### src/rtl/card_shoe_if.sv
// card_shoe_if: deal handshake and shoe status bundle between a dealer client and card_shoe.
//   deal_req   client -> shoe  level request for one card (four-phase with deal_ack)
//   reshuffle  client -> shoe  return every dealt card to the shoe
//   new_card   shoe -> client  rank of last dealt card (1=A..13=K, 0=none)
//   deal_ack   shoe -> client  high while a freshly dealt card is presented
//   cards_left shoe -> client  cards remaining, 0..52
//   shoe_empty shoe -> client  high when no deal can complete
interface card_shoe_if;
  logic       deal_req;
  logic       reshuffle;
  logic [3:0] new_card;
  logic       deal_ack;
  logic [5:0] cards_left;
  logic       shoe_empty;
  modport master (output deal_req, reshuffle, input new_card, deal_ack, cards_left, shoe_empty);
  modport slave (input deal_req, reshuffle, output new_card, deal_ack, cards_left, shoe_empty);
endinterface

### src/rtl/card_shoe.sv
// card_shoe: 52-card shoe dealing one card per four-phase request, card chosen by request timing.
//   clock  rising-edge clock
//   resetb synchronous active-low reset
//   bus    card_shoe_if.slave (deal_req, reshuffle in; new_card, deal_ack, cards_left, shoe_empty out)
// Macro CARD_SHOE_TRACK_EN: deal without replacement using a 52-bit used mask;
// when undefined the shoe is infinite and never empties.
module card_shoe (
  input logic        clock,
  input logic        resetb,
  card_shoe_if.slave bus
);
  typedef enum logic [1:0] {IDLE, SEARCH, ACK, EMPTY} state_t;
  state_t state;
  // positions are kept as rank 1..13 plus suit 0..3 so the rank is read off directly
  logic [3:0] pos_rank, scan_rank;
  logic [1:0] pos_suit, scan_suit;
  logic       scan_used;
`ifdef CARD_SHOE_TRACK_EN
  logic [51:0] used;
  logic [5:0]  scan_idx;
  assign scan_idx  = {4'd0, scan_suit} * 6'd13 + {2'd0, scan_rank} - 6'd1;
  assign scan_used = used[scan_idx];
`else
  assign scan_used = 1'b0;
`endif
  always_ff @(posedge clock) begin
    if (!resetb) begin
      state          <= IDLE;
      pos_rank       <= 4'd1;
      pos_suit       <= 2'd0;
      scan_rank      <= 4'd1;
      scan_suit      <= 2'd0;
      bus.new_card   <= 4'd0;
      bus.deal_ack   <= 1'b0;
      bus.cards_left <= 6'd52;
      bus.shoe_empty <= 1'b0;
`ifdef CARD_SHOE_TRACK_EN
      used           <= '0;
`endif
    end else begin
      // the 2-bit suit wraps 3->0 on its own, giving the 51->0 position wrap
      pos_rank <= pos_rank == 4'd13 ? 4'd1 : pos_rank + 4'd1;
      pos_suit <= pos_rank == 4'd13 ? pos_suit + 2'd1 : pos_suit;
      case (state)
        IDLE: begin
          if (bus.reshuffle) begin
            bus.cards_left <= 6'd52;
`ifdef CARD_SHOE_TRACK_EN
            used           <= '0;
`endif
          end else if (bus.deal_req && bus.cards_left != 6'd0) begin
            scan_rank <= pos_rank;
            scan_suit <= pos_suit;
            state     <= SEARCH;
          end else if (bus.cards_left == 6'd0) begin
            bus.shoe_empty <= 1'b1;
            state          <= EMPTY;
          end
        end
        SEARCH: begin
          if (!scan_used) begin
`ifdef CARD_SHOE_TRACK_EN
            used[scan_idx] <= 1'b1;
            bus.cards_left <= bus.cards_left - 6'd1;
`endif
            bus.new_card <= scan_rank;
            bus.deal_ack <= 1'b1;
            state        <= ACK;
          end else begin
            scan_rank <= scan_rank == 4'd13 ? 4'd1 : scan_rank + 4'd1;
            scan_suit <= scan_rank == 4'd13 ? scan_suit + 2'd1 : scan_suit;
          end
        end
        ACK: begin
          if (!bus.deal_req) begin
            bus.deal_ack <= 1'b0;
            state        <= IDLE;
          end
        end
        EMPTY: begin
          if (bus.reshuffle) begin
            bus.cards_left <= 6'd52;
            bus.shoe_empty <= 1'b0;
`ifdef CARD_SHOE_TRACK_EN
            used           <= '0;
`endif
            state          <= IDLE;
          end
        end
      endcase
    end
  end
endmodule
### src/flat_wrapper.sv
// flat-port wrapper written by rule: the top's interface ports become plain ports
module card_shoe_flat 
  (clock, resetb, bus_deal_req, bus_reshuffle, bus_new_card, bus_deal_ack, bus_cards_left, bus_shoe_empty);
  card_shoe_if bus_i ();
  input logic clock;
  input logic resetb;
  input wire logic [$bits(bus_i.deal_req)-1:0] bus_deal_req;
  input wire logic [$bits(bus_i.reshuffle)-1:0] bus_reshuffle;
  output wire logic [$bits(bus_i.new_card)-1:0] bus_new_card;
  output wire logic [$bits(bus_i.deal_ack)-1:0] bus_deal_ack;
  output wire logic [$bits(bus_i.cards_left)-1:0] bus_cards_left;
  output wire logic [$bits(bus_i.shoe_empty)-1:0] bus_shoe_empty;
  assign bus_i.deal_req = bus_deal_req;
  assign bus_i.reshuffle = bus_reshuffle;
  assign bus_new_card = bus_i.new_card;
  assign bus_deal_ack = bus_i.deal_ack;
  assign bus_cards_left = bus_i.cards_left;
  assign bus_shoe_empty = bus_i.shoe_empty;
  card_shoe u_core (.clock(clock), .resetb(resetb), .bus(bus_i));
endmodule
### config.mk
export PLATFORM = sky130hd
export DESIGN_NAME = card_shoe_flat
export DESIGN_NICKNAME = d
export VERILOG_FILES = /design/src/rtl/card_shoe_if.sv /design/src/rtl/card_shoe.sv /design/src/flat_wrapper.sv
export SDC_FILE = /design/constraint.sdc
export NUM_CORES = 1
export LEC_CHECK = 0
export ABC_AREA = 1
export CELL_PAD_IN_SITES_DETAIL_PLACEMENT = 0
export CELL_PAD_IN_SITES_GLOBAL_PLACEMENT = 1
export CORE_MARGIN = 1
export CORE_UTILIZATION = 30
export DETAILED_ROUTE_END_ITERATION = 12
export GPL_ROUTABILITY_DRIVEN = 0
export PLACE_DENSITY_LB_ADDON = 0.3
export SETUP_SLACK_MARGIN = 0.02
export SYNTH_ARGS = -nofsm -noshare
export SYNTH_HDL_FRONTEND = slang
export SYNTH_SLANG_ARGS = --single-unit
### constraint.sdc
create_clock -name clock -period 0.8 [get_ports clock]
set_input_delay 0.16 -clock clock [delete_from_list [all_inputs] [get_ports clock]]
set_output_delay 0.16 -clock clock [all_outputs]
set_load 0.05 [all_outputs]
# --- Word level (Yosys, flattened, before mapping) ---
# Index checks and enable logic that the tools add are counted.
op_classes:
  addsub: 1
  n_eq_ne: 9
  mux: 9
  n_bitwise: 3
  n_reduce_logical: 8
op_table:
  columns: ["cell", "n"]
  rows:
  - ["2-to-1 mux 2 bit", 4]
  - ["!= test 2 bit, second input constant", 4]
  - ["one-hot mux 2 bit (4 select lines)", 1]
  - ["AND reduction 5 bit", 1]
  - ["adder 4 x 1 -> 4 bit, second input constant", 1]
  - ["equality test 2 bit, second input constant", 2]
  - ["equality test 4 bit, second input constant", 1]
  - ["AND reduction 4 bit", 1]
  - ["nonzero test 2 bit", 2]
  - ["2-to-1 mux 1 bit", 3]
  - ["inverter 1 bit", 3]
  - ["AND reduction 3 bit", 1]
  - ["equality test 2 x 1 -> 1 bit, second input constant", 1]
  - ["zero test 2 bit", 1]
  - ["!= test 2 x 1 -> 1 bit, second input constant", 1]
  - ["one-hot mux 1 bit (2 select lines)", 1]
  - ["AND reduction 2 bit", 1]
  - ["OR reduction 2 bit", 1]
word_totals:
  reg_bits: 16
  input_bits: 4
  output_inout_bits: 12
  word_cells: 36

# --- Depth between registers and ports, before layout ---
# Gate-level depths: netlist of the first run.
logic_depth:
  word_depth: 3
  mapped_depth: 5
  ltp_nobuf: 5

# --- Worst setup path after synthesis of the first run ---
# OpenSTA, ideal clock, no wires.
synth_timing:
  kind: "register to register"
  startpoint: "register u_core.pos_rank[1]"
  endpoint: "register u_core.pos_rank[3]"
  setup_time_ps: 70
  t_arrival_ps: 819
  required_ps: 730
  slack_ps: -89
  stages_incl_launch_ff: 6
  path_buffers: 0
  synth_period_minus_slack_ps: 889
  cell_sequence: "dfxtp_1 > inv_1 > ha_1 > nand3_1 > nand2_1 > a21oi_1"
synth_via:
  elab_chain_cells: 2
  word_cells_on_any_way: 3
  cone_classes: "add/sub: 1; eq/ne: 1; reduce/logical: 1"
synth_rtl:
  columns: ["element", "line_no", "source"]
  rows:
  - ["from (decl)", "card_shoe.sv:15", "logic [3:0] pos_rank, scan_rank;"]
  - ["from (signal assigned)", "card_shoe.sv:42", "pos_rank <= pos_rank == 4'd13 ? 4'd1 : pos_rank + 4'd1;"]
  - ["branches (longest 2 deep; another with adder 4 x 1 -> 4 bit)", null, null]
# Several ways; the timed one is not identified.
# A chain may end at the register's enable or synchronous reset.

# --- Worst setup path in the final report of the first run ---
layout_timing:
  startpoint: "register u_core.bus.new_card[2]"
  endpoint: "output port bus_new_card[2]"
layout_rtl:
  columns: ["element", "line_no", "source"]
  rows:
  - ["from (decl)", "card_shoe_if.sv:16", "modport slave (input deal_req, reshuffle, output new_card, deal_ack, cards_left, shoe_empty);"]
  - ["from (signal assigned)", "card_shoe.sv:66", "bus.new_card <= scan_rank;"]
  - ["to (decl)", "flat_wrapper.sv:9", "output wire logic [$bits(bus_i.new_card)-1:0] bus_new_card;"]
# No word-level cell between the ends.

==> impl.org, run 1 <==
** CTS
- No sink is reached through more buffers than the 2 on the longest clock path.
- Buffers inserted during clock tree synthesis total 3.
- Later-pin clock latency in the skew report :: 0.28 ns
- In this run the number of H-tree levels came out at 1.
- Post-CTS setup-driven buffer insertion count :: 0
- The number of hold buffers added after CTS was 0.
- In this run the clock root is driven by a sky130_fd_sc_hd__clkbuf_4.
- Sinks on Clock Net :: 15
- Clock edge transition at the registers on the reported setup and hold paths :: roughly 0.09 ns
- CTS tree :: built

** Final layout
- The net count of the finished layout is roughly 110.
- From synthesis to final layout, the design area changed by 47.71%.
- Layout cells sized above 1 :: 45.71%
- Count of non-filler cells in the finished layout :: about 130
- Antenna cell count :: 0
- Finished Cell Area :: about 1000 um^2

** Global routing
- For this run, the total global-route usage over all layers was measured as between 10% and 20%.
- Number of global-route vias before repair :: ~540
- Pin count of the biggest net entering global routing :: 14
- Total global routing overflow :: 0
- Global-route wire length before repair :: 2.235 mm
- The number of antenna violations at the first check in global routing is 0.

** Yosys
- Largest family of logic cells by synthesized area :: simple AND/OR/NAND/NOR gates
- Summed over all instances, the cell type with the most area after synthesis is sky130_fd_sc_hd__dfxtp_1.
- Post-synthesis mux area share :: 0%
- Yosys warns :: 0
- The most common cell in the synthesized netlist is sky130_fd_sc_hd__nor2_1.
- Most frequent cells after synthesis :: 16 x sky130_fd_sc_hd__nor2_1, 15 x sky130_fd_sc_hd__dfxtp_1, 11 x sky130_fd_sc_hd__nand3_1
- Synthesized flop and latch total :: 15
- By area the synthesized netlist is led by sky130_fd_sc_hd__dfxtp_1 44%, sky130_fd_sc_hd__nor2_1 8.8%, sky130_fd_sc_hd__nand3_1 8.1%.
- Mean instance size in the synthesized netlist :: ~7.7 um^2
- Dominant register cell in the synthesized netlist :: sky130_fd_sc_hd__dfxtp_1
- Synthesis produced a netlist whose cell count is a little under 90.
- The mapped netlist covers between 600 and 700 um^2.
- Post-synth EDFFs :: 0
- In the synthesized netlist the async set-or-reset flop fraction comes to 0%.
- Share of the yosys chip area belonging to registers :: 44.04%
- Of the total synthesized cell area, the portion taken by XOR and XNOR cells is under 10%.
- Post-Synth Adder-Cell Area :: approximately 3.7%
- In this run the biggest area consumer among cell types represents approximately 44% of the synthesized area.
- The synthesized netlist devotes 7.339% of its cell area to compound gates.
- Post-Synth Simple-Gate Area :: around 29%
- Netlist cell types :: 17

** Timing
- After routing, the total negative slack on setup checks comes to -1.444 ns.
- Setup repair after global routing could not meet its margin everywhere.
- Final Hold Fails :: 0
- Achievable clock frequency :: between 1 and 1.5 GHz
- Post-Route Skew :: ~0.0018 ns
- Portion of the clock cycle consumed by the worst path in the final layout :: 118.5%
- Worst setup margin :: -0.1481 ns
- Post-layout minimum cycle time :: around 0.95 ns
- The max-slew violation count was 0.
- Total of endpoints with negative setup slack in the final report :: 19

** Drt
- Dividing the detail-routed via count by the number of cells gives 4.311.
- After detailed routing, the average wire length per cell comes to around 10 um.
- Once detail routing completed, the nets flagged for antenna violations numbered 0.
- After detailed routing, the total wire length is approximately 1.3 mm.
- The detailed router finished its first iteration with 5 violations.
- Number of DRC violations after detailed routing :: 0
- For this block, the via count after detailed routing is about 570.
- Count of TritonRoute iterations in the first routing pass :: 3

** Power and ir drop
- In this run the power density over the cells is about 1800 nW/um^2.
- Tot Pwr :: 1.793 mW
- Across the VDD grid, the largest voltage drop is roughly 0.86 mV.
- For this design the static power due to leakage is 0.4119 nW.

** Floorplanning
- Effective utilization at floorplan :: about a third
- The die covers 2468 um^2.
- 16 I/O pins were placed.
- In this run the vertical extent of the chip is approximately 50 um.
- The die is roughly 50 um wide.
- In this run the standard cell core region covers between 2000 and 2500 um^2.
- Cell Rows :: 16

** Outcome
- The final reports fail on negative setup slack.
- The flow ran to the end, but the final reports show violations.

** Setup path
- Biggest fanout along the worst timing path :: 2
- For the worst setup path, the data required time is between 0.6 and 0.7 ns.
- Startpoint types :: flop
- CP max-delay cell :: sky130_fd_sc_hd__dfxtp_2
- Logic depth of the worst register-to-register path :: 4
- On the worst path, the slowest cell contributes a delay of around 0.37 ns.
- Critical R2R Launch :: u_core.state[1]
- Counting both buffers and inverters, the worst setup path holds a total of 1.
- The critical path starts at u_core.bus.new_card[2].
- STA classifies the critical path endpoint as an output pin.
- Flop-to-flop setup slack :: -0.10 ns
- Cell type group with the largest total delay on the critical path :: flip-flops
- Critical Path, Cell by Cell :: buf_12
- Data arrives at the worst endpoint at between 0.7 and 0.8 ns.
- By startpoint and endpoint, the worst setup path is classified as flop to output pin.
- The endpoint identified for the worst register-to-register timing path is u_core.scan_rank[0].

** Hold path
- For hold timing, the worst endpoint is u_core.bus.deal_ack.
- Counting instances, the worst hold path has a depth of 3.
- The min-delay analysis places its worst path in the category primary input to flop.
- Launch instance of the worst min-delay path :: bus_deal_req

** Placed design
- Place WS :: -0.4320 ns
- # placed instances :: about 130
- Once placement finished, the instance area stood at between 800 and 900 um^2.
- I/O Buffers :: 8
- Placed wire-length estimate after detailed placement :: around 920 um

** Run
- Across the run, the number of max-cap violations was 0.
## worst max-delay path by stage
stage                                     end  cells after the start  slack [ns]
after global placement    u_core.scan_rank[0]                      6       -0.41
after floorplan           u_core.scan_rank[1]                      4       -0.01
after detailed placement  u_core.scan_rank[1]                      6       -0.43
after CTS                     bus_new_card[0]                      1       -0.16
final                         bus_new_card[2]                      1       -0.15
after global routing          bus_new_card[0]                      1       -0.19
## layer usage
metal,track usage [%],wire (um),vias up
met5,0,0,-
met4,5.714,10,0
met3,4.630,52,2
met2,21.40,740,12
met1,12.34,535,254
li1,-,-,301
## per-stage QoR
step	utilization (%)	hold WS, ns
floorplan	-	0.2838
global placement	43.38	0.4408
detailed placement	43.38	0.4499
CTS	47.24	0.3143
global route	49.33	0.3470
finish	49.33	0.3334
## where the power goes
| group | switching, mW | internal, mW |
|---|---|---|
| clock | 0.235 | 0.194 |
| combinational | 0.280 | 0.205 |
| sequential | 0.0729 | 0.807 |
| total | 0.588 | 1.21 |
## cell families (layout without fill, tap and decap cells)
family / count (synthesis) / in the layout
simple gates: 42 / 43
buf+inv: 17 / 27
flops: 15 / 15
compound gates: 10 / 10
fa+ha+maj: 2 / 2
other cells: 2 / 7
xor+xnor: 1 / 1
## placed cells by master, fill, tap and decap left out, drive strengths merged
cell type,instances
xnor2,1
nand4,1
a21oi,4
dlygate4sd2,1
ha,2
nand2,11
nand3,11
inv,9
clkdlybuf4s50,2
buf,11
clkbuf,4
o21ai,6
dfxtp,15
nor2,20
conb,7
## flip-flops by register name, indices dropped and copies added (netlist names)
signal               cells
u_core.bus.deal_ack      1
u_core.bus.new_card      4
u_core.pos_rank          4
u_core.scan_rank         4
u_core.state             2
## cell type report
class | instances | area (um^2)
Clock buffer | 4 | 26.28
Fill cell | 222 | 1035
Inverter | 9 | 38.79
Multi-Input combinational cell | 63 | 410.4
Sequential cell | 15 | 316.6
Tap cell | 27 | 33.78
Timing Repair Buffer | 14 | 181.4
## timing repair
action	in CTS	in global routing
gates resized for setup	17	11
gates cloned	1	0
pin swaps	17	5
setup endpoints to repair	19	20
Power figures use the tool's default switching activity.
==> run 2: changes to the inputs <==
- CAP_MARGIN: not set -> 15
- CORE_UTILIZATION: 30 -> 33
- clock period: 0.8 -> 0.9 ns (I/O delays scaled with it)
==> impl.org, run 2 (same netlist as run 1, synthesis figures left out) <==
** Timing
- Worst setup margin :: -0.05521 ns (+0.09292 ns)
- The max-slew violation count came to 0 (unchanged).
- The final sum of negative setup slack came to -0.2686 ns (+1.176 ns).
- The final critical path takes up 106.1% of the cycle.
- Total of endpoints with negative setup slack in the final report :: 5 (-14)
- Post-Route Skew :: 0.002945 ns (+0.001173 ns)
- Subtracting the final worst setup slack from the clock period gives 0.9552 ns.
- RSZ-0062 raised after global routing :: true
- Derived from the worst setup path, the maximum achievable clock frequency is between 1 and 1.5 GHz.
- The final number of hold-violating endpoints was 0 (unchanged).

** Setup path
- The worst setup path is launched from a flop.
- The required time at the endpoint of the critical path was 0.72 ns (+0.08 ns).
- The worst setup path is of the flop to output pin kind.
- The total buffers and inverters traversed by the critical path was 1 (unchanged).
- Critical Path Stages :: 1 (unchanged)
- On the critical path the largest part of the delay comes from flip-flops.
- Maximum cell stage delay along the critical path :: 0.36 ns (about the same)
- For this design, the slowest cell found on the critical path is sky130_fd_sc_hd__dfxtp_2.
- Walking the worst path, the cells encountered are buf_12.
- Biggest fanout along the worst timing path :: 2 (unchanged)
- CP Data Arrival Time :: 0.78 ns (about the same)
- The setup slack on the worst flop-to-flop path is 0.02 ns (+0.12 ns).
- The cell depth of the worst flop-to-flop path is 5 (+1).
- Type of element capturing the critical path :: output pin

** Floorplanning
- Die outline height :: 47.46 um (-4.5%)
- The area of the die came to 2252 um^2 (-8.7%).
- Ports :: 16 (unchanged)
- Cell Rows :: 16 (unchanged)
- Effective utilization at floorplan :: 35.12% (+1.7 points)
- Placeable core area :: 1942 um^2 (-4.9%)
- The width of the die was 47.46 um (-4.5%).

** Final layout
- Most common cell after layout, fill and taps aside :: sky130_fd_sc_hd__nor2_1
- In the layout the commonest cells are 16 x sky130_fd_sc_hd__nor2_1, 8 x sky130_fd_sc_hd__nand2_1, 7 x sky130_fd_sc_hd__nand3_1, 7 x sky130_fd_sc_hd__conb_1, 7 x sky130_fd_sc_hd__dfxtp_2.
- Relative to the synthesized area, the layout overhead comes to 44.22%.
- The largest registers in the layout are u_core.bus.new_card (4), u_core.pos_rank (4), u_core.scan_rank (4).
- Number of fillers in the final layout :: 205 (-7.7%)
- The fraction of layout cells with a size suffix above 1 came to 41.51% (-4.2 points).
- Core occupancy in the finished layout :: 50.64% (+1.3 points)
- The antenna cell count came to 0 (unchanged).
- The number of non-filler instances in the completed layout came to 133 (+0.76%).
- The number of nets in the finished design was 113 (+0.89%).

** Outcome
- The checks that failed: negative setup slack.
- Status :: finished with violations

** Global routing
- Total global-route track usage :: 14.29% (+2.2 points)
- Antenna violations before repair :: 0 (unchanged)
- The largest net degree at the start of global routing was 10 (-4).
- The residual overflow from global routing came to 0 (unchanged).
- Number of global-route vias before repair :: 528 (-2.0%)
- The wire length of the first global-routing pass came to 2.083 mm (-6.8%).

** Drt
- The detailed-route wire length came to 1.306 mm (-2.5%).
- The count of unresolved DRC violations after routing came to 0 (unchanged).
- Count of routing violations after the opening detailed-route iteration :: 5 (unchanged)
- Routed len/inst :: 9.820 um (-3.2%)
- Detail Route Antenna Nets :: 0 (unchanged)
- Post-DR vias/cell :: 4.256 (-1.3%)
- The total via count in the routed design is 566 (-0.53%).
- The number of iterations in the first detailed-routing pass came to 4 (+1).

** CTS
- The clock insertion delay at the later pin of the skew report is 0.28 ns (about the same).
- The number of levels the H-tree was split into came to 1 (unchanged).
- In this run the clock root is driven by a sky130_fd_sc_hd__clkbuf_4.
- The total CTS buffers came to 3 (unchanged).
- The total number of clock tree sinks is 15 (unchanged).
- TritonCTS built the clock tree.
- Clock tree buffer depth :: 2 (unchanged)
- Clock edge transition at the registers on the reported setup and hold paths :: 0.09 ns (about the same)

** Hold path
- The hold path depth came to 3 (unchanged).
- Class of the tightest hold or removal check :: primary input to flop

** Run
- Max-capacitance violation count :: 0 (unchanged)

** Power and ir drop
- The total power is 1.586 mW (-12%).
- The power density of the placed cells is 1613 nW/um^2 (-9.4%).
- Static leakage :: 0.4090 nW (-0.72%)
- Max VDD drop :: 1.067 mV (+24%)

** Placed design
- Placed wire-length estimate after detailed placement :: 861.2 um (-5.9%)
- # placed instances :: 127 (unchanged)
- Place WS :: -0.3518 ns (+0.08019 ns)
- I/O Buffers :: 8 (unchanged)
[run 2: tightest hold or removal path: cells and delay by family]
family | cells | cell delay (ns)
buf+inv | 1 | 0.25
compound gates | 1 | 0.09
simple gates | 1 | 0.07
[run 2: worst paths after layout]
path / endpoint / startpoint
setup / recovery: bus_deal_ack / u_core.bus.deal_ack
hold / removal: u_core.bus.deal_ack / bus_deal_req
setup reg to reg: u_core.pos_rank[1] / u_core.pos_rank[1]
hold reg to reg: u_core.scan_rank[0] / u_core.scan_rank[0]
[run 2: metrics by stage]
stage / hold slack (ns) / instance area [um^2]
3_5_place_dp: 0.4516 / 853.3
2_1_floorplan: 0.3157 / 701.9
3_3_place_gp: 0.4455 / 853.3
4_1_cts: 0.3298 / 958.4
5_1_grt: 0.3542 / 983.4
6_report: 0.3312 / 983.4
[run 2: metal layers]
metal | routed length, um | vias to the layer above | GRT usage, %
li1 | - | 303 | -
met1 | 535 | 250 | 13.05
met2 | 717 | 11 | 25.48
met3 | 41 | 2 | 6.792
met4 | 11 | 0 | 8.571
met5 | 0 | - | 0
[run 2: final cells by class]
class,instances,area (um^2),area share [%]
Inverter,9,36.28,3.690
Tap cell,27,33.78,3.435
Multi-Input combinational cell,63,376.6,38.30
Sequential cell,15,320.3,32.57
Clock inverter,1,5.005,0.5089
Clock buffer,3,22.52,2.290
Timing Repair Buffer,15,188.9,19.21
[run 2: report_power, final]
| part | leakage [nW] | switching, mW | internal [mW] |
|---|---|---|---|
| Clock | 0.0177 | 0.210 | 0.165 |
| Combinational | 0.264 | 0.244 | 0.188 |
| Sequential | 0.128 | 0.0627 | 0.717 |
| Total | 0.409 | 0.516 | 1.07 |
[run 2: repair_timing]
item,CTS,global route
setup endpoints to repair,18,18
hold buffers,0,0
gates cloned,1,0
buffers inserted,1,0
resized for setup,21,9
pin swaps,7,7
hold endpoints to repair,0,0
==> run 3: changes to the inputs <==
- CAP_MARGIN: 15 -> 30
==> results of run 3 <==
Final layout, timing and power as in run 2 (identical DEF).
